$ cat src/rtl/flash_pkg.sv
// Shared definitions for the flash streaming reader: data word width and
// the fetch FSM encodings.
package flash_pkg;

   localparam int WORD_W = 16;

   typedef logic [WORD_W-1:0] word_t;

   localparam logic [1:0] ST_IDLE  = 2'd0;
   localparam logic [1:0] ST_ISSUE = 2'd1;
   localparam logic [1:0] ST_WAIT  = 2'd2;
   localparam logic [1:0] ST_HOLD  = 2'd3;

endpackage

$ cat src/rtl/sync_fifo.sv
// Single-clock prefetch FIFO with registered pointers and an occupancy count.
// The read data is the current head; there is no write-to-read bypass.
module sync_fifo
   import flash_pkg::*;
#(
   parameter int DEPTH = 8,
   parameter int LW    = $clog2(DEPTH) + 1
) (
   input  logic              clock,
   input  logic              reset,
   input  logic              clear,
   input  logic              wr_en,
   input  logic [WORD_W-1:0] wr_data,
   input  logic              rd_en,
   output logic [WORD_W-1:0] rd_data,
   output logic [LW-1:0]     level
);

   localparam int PW = $clog2(DEPTH);

   word_t         mem [DEPTH];
   logic [PW-1:0] wr_ptr;
   logic [PW-1:0] rd_ptr;

   assign rd_data = mem[rd_ptr];

   // NOTE: storage is deliberately not reset; the pointers and level decide what is valid.
   always_ff @(posedge clock) begin
      if (wr_en) mem[wr_ptr] <= wr_data;
   end

   // NOTE: sequential state uses non-blocking assignments so every register samples pre-edge values.
   always_ff @(posedge clock or posedge reset) begin
      if (reset) begin
         wr_ptr <= '0;
         rd_ptr <= '0;
         level  <= '0;
      end else if (clear) begin
         wr_ptr <= '0;
         rd_ptr <= '0;
         level  <= '0;
      end else begin
         if (wr_en) wr_ptr <= wr_ptr + PW'(1);
         if (rd_en) rd_ptr <= rd_ptr + PW'(1);
         case ({wr_en, rd_en})
            2'b10:   level <= level + LW'(1);
            2'b01:   level <= level - LW'(1);
            default: level <= level;
         endcase
      end
   end

endmodule

$ cat src/rtl/flash_stream_reader.sv
// Streams an inclusive flash word range into a prefetch FIFO, one read at a
// time, and hands words out on demand through a registered sample port.
module flash_stream_reader
   import flash_pkg::*;
#(
   parameter int DEPTH = 8,
   parameter int AW    = 23
) (
   input  logic                   clock,
   input  logic                   reset,
   input  logic                   start,
   input  logic                   stop,
   input  logic                   loop,
   input  logic [AW-1:0]          start_addr,
   input  logic [AW-1:0]          end_addr,
   output logic                   fm_doread,
   output logic [AW-1:0]          fm_raddr,
   input  logic                   fm_busy,
   input  logic [WORD_W-1:0]      fm_rdata,
   input  logic                   sample_req,
   output logic [WORD_W-1:0]      sample,
   output logic                   sample_valid,
   output logic                   underflow,
   output logic                   done,
   output logic [$clog2(DEPTH):0] level
);

   localparam int LW = $clog2(DEPTH) + 1;
   localparam logic [LW-1:0] FULL = LW'(DEPTH);

   logic [1:0]    state;
   logic [AW-1:0] addr;
   logic [AW-1:0] start_lat;
   logic [AW-1:0] end_lat;
   logic          loop_lat;

   logic          go;
   logic          wr_fire;
   logic          pop_ok;
   logic [LW-1:0] lvl_after;
   word_t         head;

   assign fm_doread = (state == ST_ISSUE);
   assign fm_raddr  = addr;

   always_comb begin
      // NOTE: every output gets a default first so no path leaves a latch behind.
      go        = 1'b0;
      wr_fire   = 1'b0;
      pop_ok    = 1'b0;
      lvl_after = level;
      if (state == ST_IDLE && start && !stop && !fm_busy) go = 1'b1;
      if (state == ST_WAIT && !fm_busy && !stop) wr_fire = 1'b1;
      // A start clears the FIFO, so it swallows a pop requested in the same cycle.
      if (sample_req && level != '0 && !go) pop_ok = 1'b1;
      if (!pop_ok) lvl_after = level + LW'(1);
   end

   sync_fifo #(
      .DEPTH (DEPTH),
      .LW    (LW)
   ) u_fifo (
      .clock   (clock),
      .reset   (reset),
      .clear   (go),
      .wr_en   (wr_fire),
      .wr_data (fm_rdata),
      .rd_en   (pop_ok),
      .rd_data (head),
      .level   (level)
   );

   always_ff @(posedge clock or posedge reset) begin
      if (reset) begin
         state     <= ST_IDLE;
         addr      <= '0;
         start_lat <= '0;
         end_lat   <= '0;
         loop_lat  <= 1'b0;
         done      <= 1'b0;
      end else begin
         done <= 1'b0;
         if (stop) begin
            state <= ST_IDLE;
         end else begin
            case (state)
               ST_IDLE: begin
                  if (go) begin
                     start_lat <= start_addr;
                     end_lat   <= end_addr;
                     loop_lat  <= loop;
                     addr      <= start_addr;
                     state     <= ST_ISSUE;
                  end
               end
               ST_ISSUE: begin
                  if (fm_busy) state <= ST_WAIT;
               end
               ST_WAIT: begin
                  if (wr_fire) begin
                     if (addr == end_lat && !loop_lat) begin
                        state <= ST_IDLE;
                        done  <= 1'b1;
                     end else begin
                        addr  <= (addr == end_lat) ? start_lat : addr + AW'(1);
                        // A new read is launched only if its word is guaranteed a slot.
                        state <= (lvl_after < FULL) ? ST_ISSUE : ST_HOLD;
                     end
                  end
               end
               ST_HOLD: begin
                  if (level < FULL) state <= ST_ISSUE;
               end
               default: state <= ST_IDLE;
            endcase
         end
      end
   end

   always_ff @(posedge clock or posedge reset) begin
      if (reset) begin
         sample       <= '0;
         sample_valid <= 1'b0;
         underflow    <= 1'b0;
      end else begin
         sample_valid <= pop_ok;
         if (pop_ok) sample <= head;
         if (go) underflow <= 1'b0;
         else if (sample_req && level == '0) underflow <= 1'b1;
      end
   end

endmodule
$ cat config.mk
export PLATFORM = sky130hd
export DESIGN_NAME = flash_stream_reader
export DESIGN_NICKNAME = d
export VERILOG_FILES = /design/src/rtl/flash_pkg.sv /design/src/rtl/sync_fifo.sv /design/src/rtl/flash_stream_reader.sv
export SDC_FILE = /design/constraint.sdc
export NUM_CORES = 1
export LEC_CHECK = 0
export CAP_MARGIN = 20
export CORE_MARGIN = 1.5
export CORE_UTILIZATION = 56
export CTS_CLUSTER_SIZE = 16
export DETAILED_ROUTE_END_ITERATION = 7
export PLACE_DENSITY_LB_ADDON = 0.15
export SYNTH_ARGS = -nofsm -noshare
export SYNTH_HDL_FRONTEND = slang
export SYNTH_SLANG_ARGS = --single-unit
$ cat constraint.sdc
create_clock -name clock -period 5.13 [get_ports clock]
set_input_delay 1.539 -clock clock [delete_from_list [all_inputs] [get_ports clock]]
set_output_delay 1.539 -clock clock [all_outputs]
set_load 0.05 [all_outputs]
==> impl_metrics.csv <==
group,metric,value,unit
final_layout,stdcell_area,12360,sq um
floorplan,coreArea,17900,sq um
route,vias_per_cell,5.889,
worst_setup_path,crit_fanout,4,
clock_network,cts_buffers,24,
grt,grt_first_pass_wirelength,35970,microns
worst_setup_path,end_kind,"output port",
grt,overflow,0,
grt,grt_max_degree,58,
synthesis,post-synth-top-area-fraction,37.60,%
place,port_buffers,115,
clock_network,root_buffer,"clkbuf_16",
sta,setup_violations,0,
final_layout,drive_above_1_share,18.77,%
clock_network,tritoncts,"yes",
clock_network,clockBufferDepth,3,
route,wirelength,22390,microns
grt,antenna_found_initial,0,
sta,fmax,279.6,MHz
sta,tightest_slew,1.151,ns
final_layout,fin_nets,891,
place,gp_congestion,0.8426,
floorplan,initial_utilization,57.11,%
floorplan,io_pins,116,
worst_setup_path,crit_type,"flip-flop to output port",
clock_network,clk_pin_slew_worst_paths,0.06,ns
clock_network,clk_latency,0.51,ns
min_path,hold_path_class,"flip-flop to flip-flop",
final_layout,area_delta_synth_final,20.87,%
worst_setup_path,path_buf_inv,2,
grt,globalRouteTotalUtil,23.90,%
sta,rsz0062_at_grt,"false",
synthesis,yosysTopAreaCell,"edfxtp_1",
route,drtPass1Iterations,5,
synthesis,synthCells,701,
worst_setup_path,cp_top_family,"buffers and inverters",
place,dpl-instance-area,11580,sq um
worst_setup_path,required,3.59,ns
sta,max-slew-margin-rel,23.29,%
synthesis,synth-seq-area-share,62.32,%
worst_setup_path,max_stage_delay,0.82,ns
run_status,outcome,"completed",
pwr,p_per_area,512.3,nW/um^2
floorplan,die-area,19080,sq um
route,drt-initial-drc-count,351,
floorplan,die_h,138.1,microns
job,maxCapViolCount,0,
sta,fin_crit_sh,69.72,%
synthesis,synth_most_common_cell,"edfxtp_1",
synthesis,synth_common_cells,"edfxtp_1 (128), dfrtp_1 (101), mux2_2 (47)",
synthesis,syn_area,10220,sq um
route,ant_nets,0,
worst_setup_path,startpoint_type,"flip-flop",
pwr,ir_drop,430.0,uV
synthesis,syn_avg_cell_area,14.58,sq um
clock_network,htreeDepth,1,
clock_network,cts.sinks,229,
place,place_hpwl,14110,microns
worst_setup_path,crit_arrival,2.04,ns
sta,fin_skew,0.006721,ns
worst_setup_path,critPathSlowestCell,"clkdlybuf4s50_1",
synthesis,ys_types,57,
route,post_drt_wl_per_cell,21.12,microns
sta,fin_setup_tns,0,ns
sta,min_period,3.577,ns
synthesis,synth_seq_cells,229,
synthesis,synth_edf_count,128,
final_layout,antennaDiodeCount,0,
sta,hold_viol_final,0,
grt,grt_pass1_vias,6616,
pwr,p_leak,4.554,nW
synthesis,yosys-top-cells-area,"edfxtp_1 (38%), dfrtp_1 (25%), mux4_2 (7.0%)",
synthesis,syn_nets,779,
clock_network,postCtsSetupBuffers,0,
clock_network,postCtsHoldBufs,0,
route,drc,0,
synthesis,synth_warnings,0,
floorplan,fp.dieW,138.1,microns
synthesis,synth-async-reset-ratio,44.10,%
worst_setup_path,cp_cell_sequence,"inv_1 -> ha_1 -> clkdlybuf4s50_1",
clock_network,ctsResizeCount,0,
route,vias,6242,
sta,slew_violations,0,
synthesis,synth_ff_type,"edfxtp_1",
floorplan,rows,49,
[metal layers]
layer / vias to the layer above / share of wire [%] / wire, microns / track usage (%)
li1: 2841 / - / - / -
met1: 3170 / 42 / 9370 / 31.19
met2: 195 / 51 / 11500 / 42.42
met3: 36 / 4.7 / 1048 / 3.291
met4: 0 / 2.1 / 467 / 6.260
met5: - / 0 / 0 / 0
[cell type report]
class | instances | area, sq um
clock inverter | 13 | 113.9
multi-input combinational | 412 | 3590
clock buffer | 31 | 658.1
timing repair buffer | 129 | 1269
fill | 1245 | 5545
inverter | 17 | 66.31
sequential | 229 | 6374
tap | 229 | 286.5
[layout by cell type, fill, tap and decap left out, drive strengths merged, types with 13 or more instances in the layout]
| master | synthesis | layout |
|---|---|---|
| o21ai | 43 | 43 |
| xor2 | 24 | 24 |
| clkdlybuf4s50 | 0 | 115 |
| nand2 | 36 | 36 |
| nor2 | 24 | 24 |
| nand3 | 19 | 19 |
| edfxtp | 128 | 128 |
| inv | 17 | 17 |
| clkbuf | 18 | 31 |
| nor3 | 13 | 13 |
| xnor2 | 26 | 26 |
| buf | 25 | 14 |
| mux2i | 40 | 40 |
| dfrtp | 101 | 101 |
| nor2b | 17 | 17 |
| mux4 | 32 | 32 |
| a21oi | 18 | 18 |
| mux2 | 47 | 47 |
[power breakdown]
group / internal, W / switching [W] / total [W]
registers: 0.00221 / 0.000399 / 0.00261
clock network: 0.00100 / 0.000693 / 0.00170
logic: 0.000902 / 0.00112 / 0.00202
total: 0.00412 / 0.00221 / 0.00633
[worst reg2reg max path, delay by kind of cell (launching register included)]
family                 cells  cell delay, ns
AO/OA/AOI/OAI              2            0.28
XOR/XNOR                   1            0.20
flip-flops                 1            0.51
AND/OR/NAND/NOR            3            1.55
buffers and inverters      1            0.28
[worst paths after layout]
check | startpoint | cells past startpoint | to | slack, ns
worst max-delay path | state[1]$_DFFE_PP0P_ | 3 | fm_doread | 1.55
worst min-delay path | sample[10]$_DFFE_PP0P_ | 2 | sample[10]$_DFFE_PP0P_ | 0.48
worst max register to register | fm_raddr[14]$_DFFE_PP0P_ | 7 | fm_raddr[19]$_DFFE_PP0P_ | 2.15
worst min register to register | sample[10]$_DFFE_PP0P_ | 2 | sample[10]$_DFFE_PP0P_ | 0.48
max in group asynchronous | reset | 3 | u_fifo.rd_ptr[0]$_DFFE_PP0P_ | 2.90
min in group asynchronous | reset | 2 | end_lat[15]$_DFFE_PP0P_ | 1.48
[per-stage QoR]
| stage | cells | setup slack, ns | power, W | hold WS [ns] | utilization [%] |
|---|---|---|---|---|---|
| 4_1_cts | 1060 | 1.538 | 0.006379 | 0.4912 | 69.02 |
| 3_3_place_gp | 1016 | 1.306 | 0.004611 | 0.4649 | 64.71 |
| 5_1_grt | 1060 | 1.477 | 0.006606 | 0.5158 | 69.02 |
| 2_1_floorplan | 701 | 0.8448 | 0.004030 | 0.4637 | - |
| 3_5_place_dp | 1016 | 1.173 | 0.004675 | 0.4775 | 64.71 |
| 6_report | 1060 | 1.553 | 0.006330 | 0.4831 | 69.02 |
[flip-flops by register name (all words and copies together), names as in the netlist, 2 cells and up]
name / flops
state: 2
sample: 16
end_lat: 23
u_fifo.level: 4
u_fifo.rd_ptr: 3
fm_raddr: 23
start_lat: 23
u_fifo.wr_ptr: 3
u_fifo.mem: 128
[cells by family after synthesis]
family,synth area share [%]
flip-flops,62.32
AO/OA/AOI/OAI,5.605
adder cells (fa/ha/maj),1.199
buffers and inverters,2.827
AND/OR/NAND/NOR,7.624
multiplexers,16.14
XOR/XNOR,4.283
(Power assumes the default switching activity.)
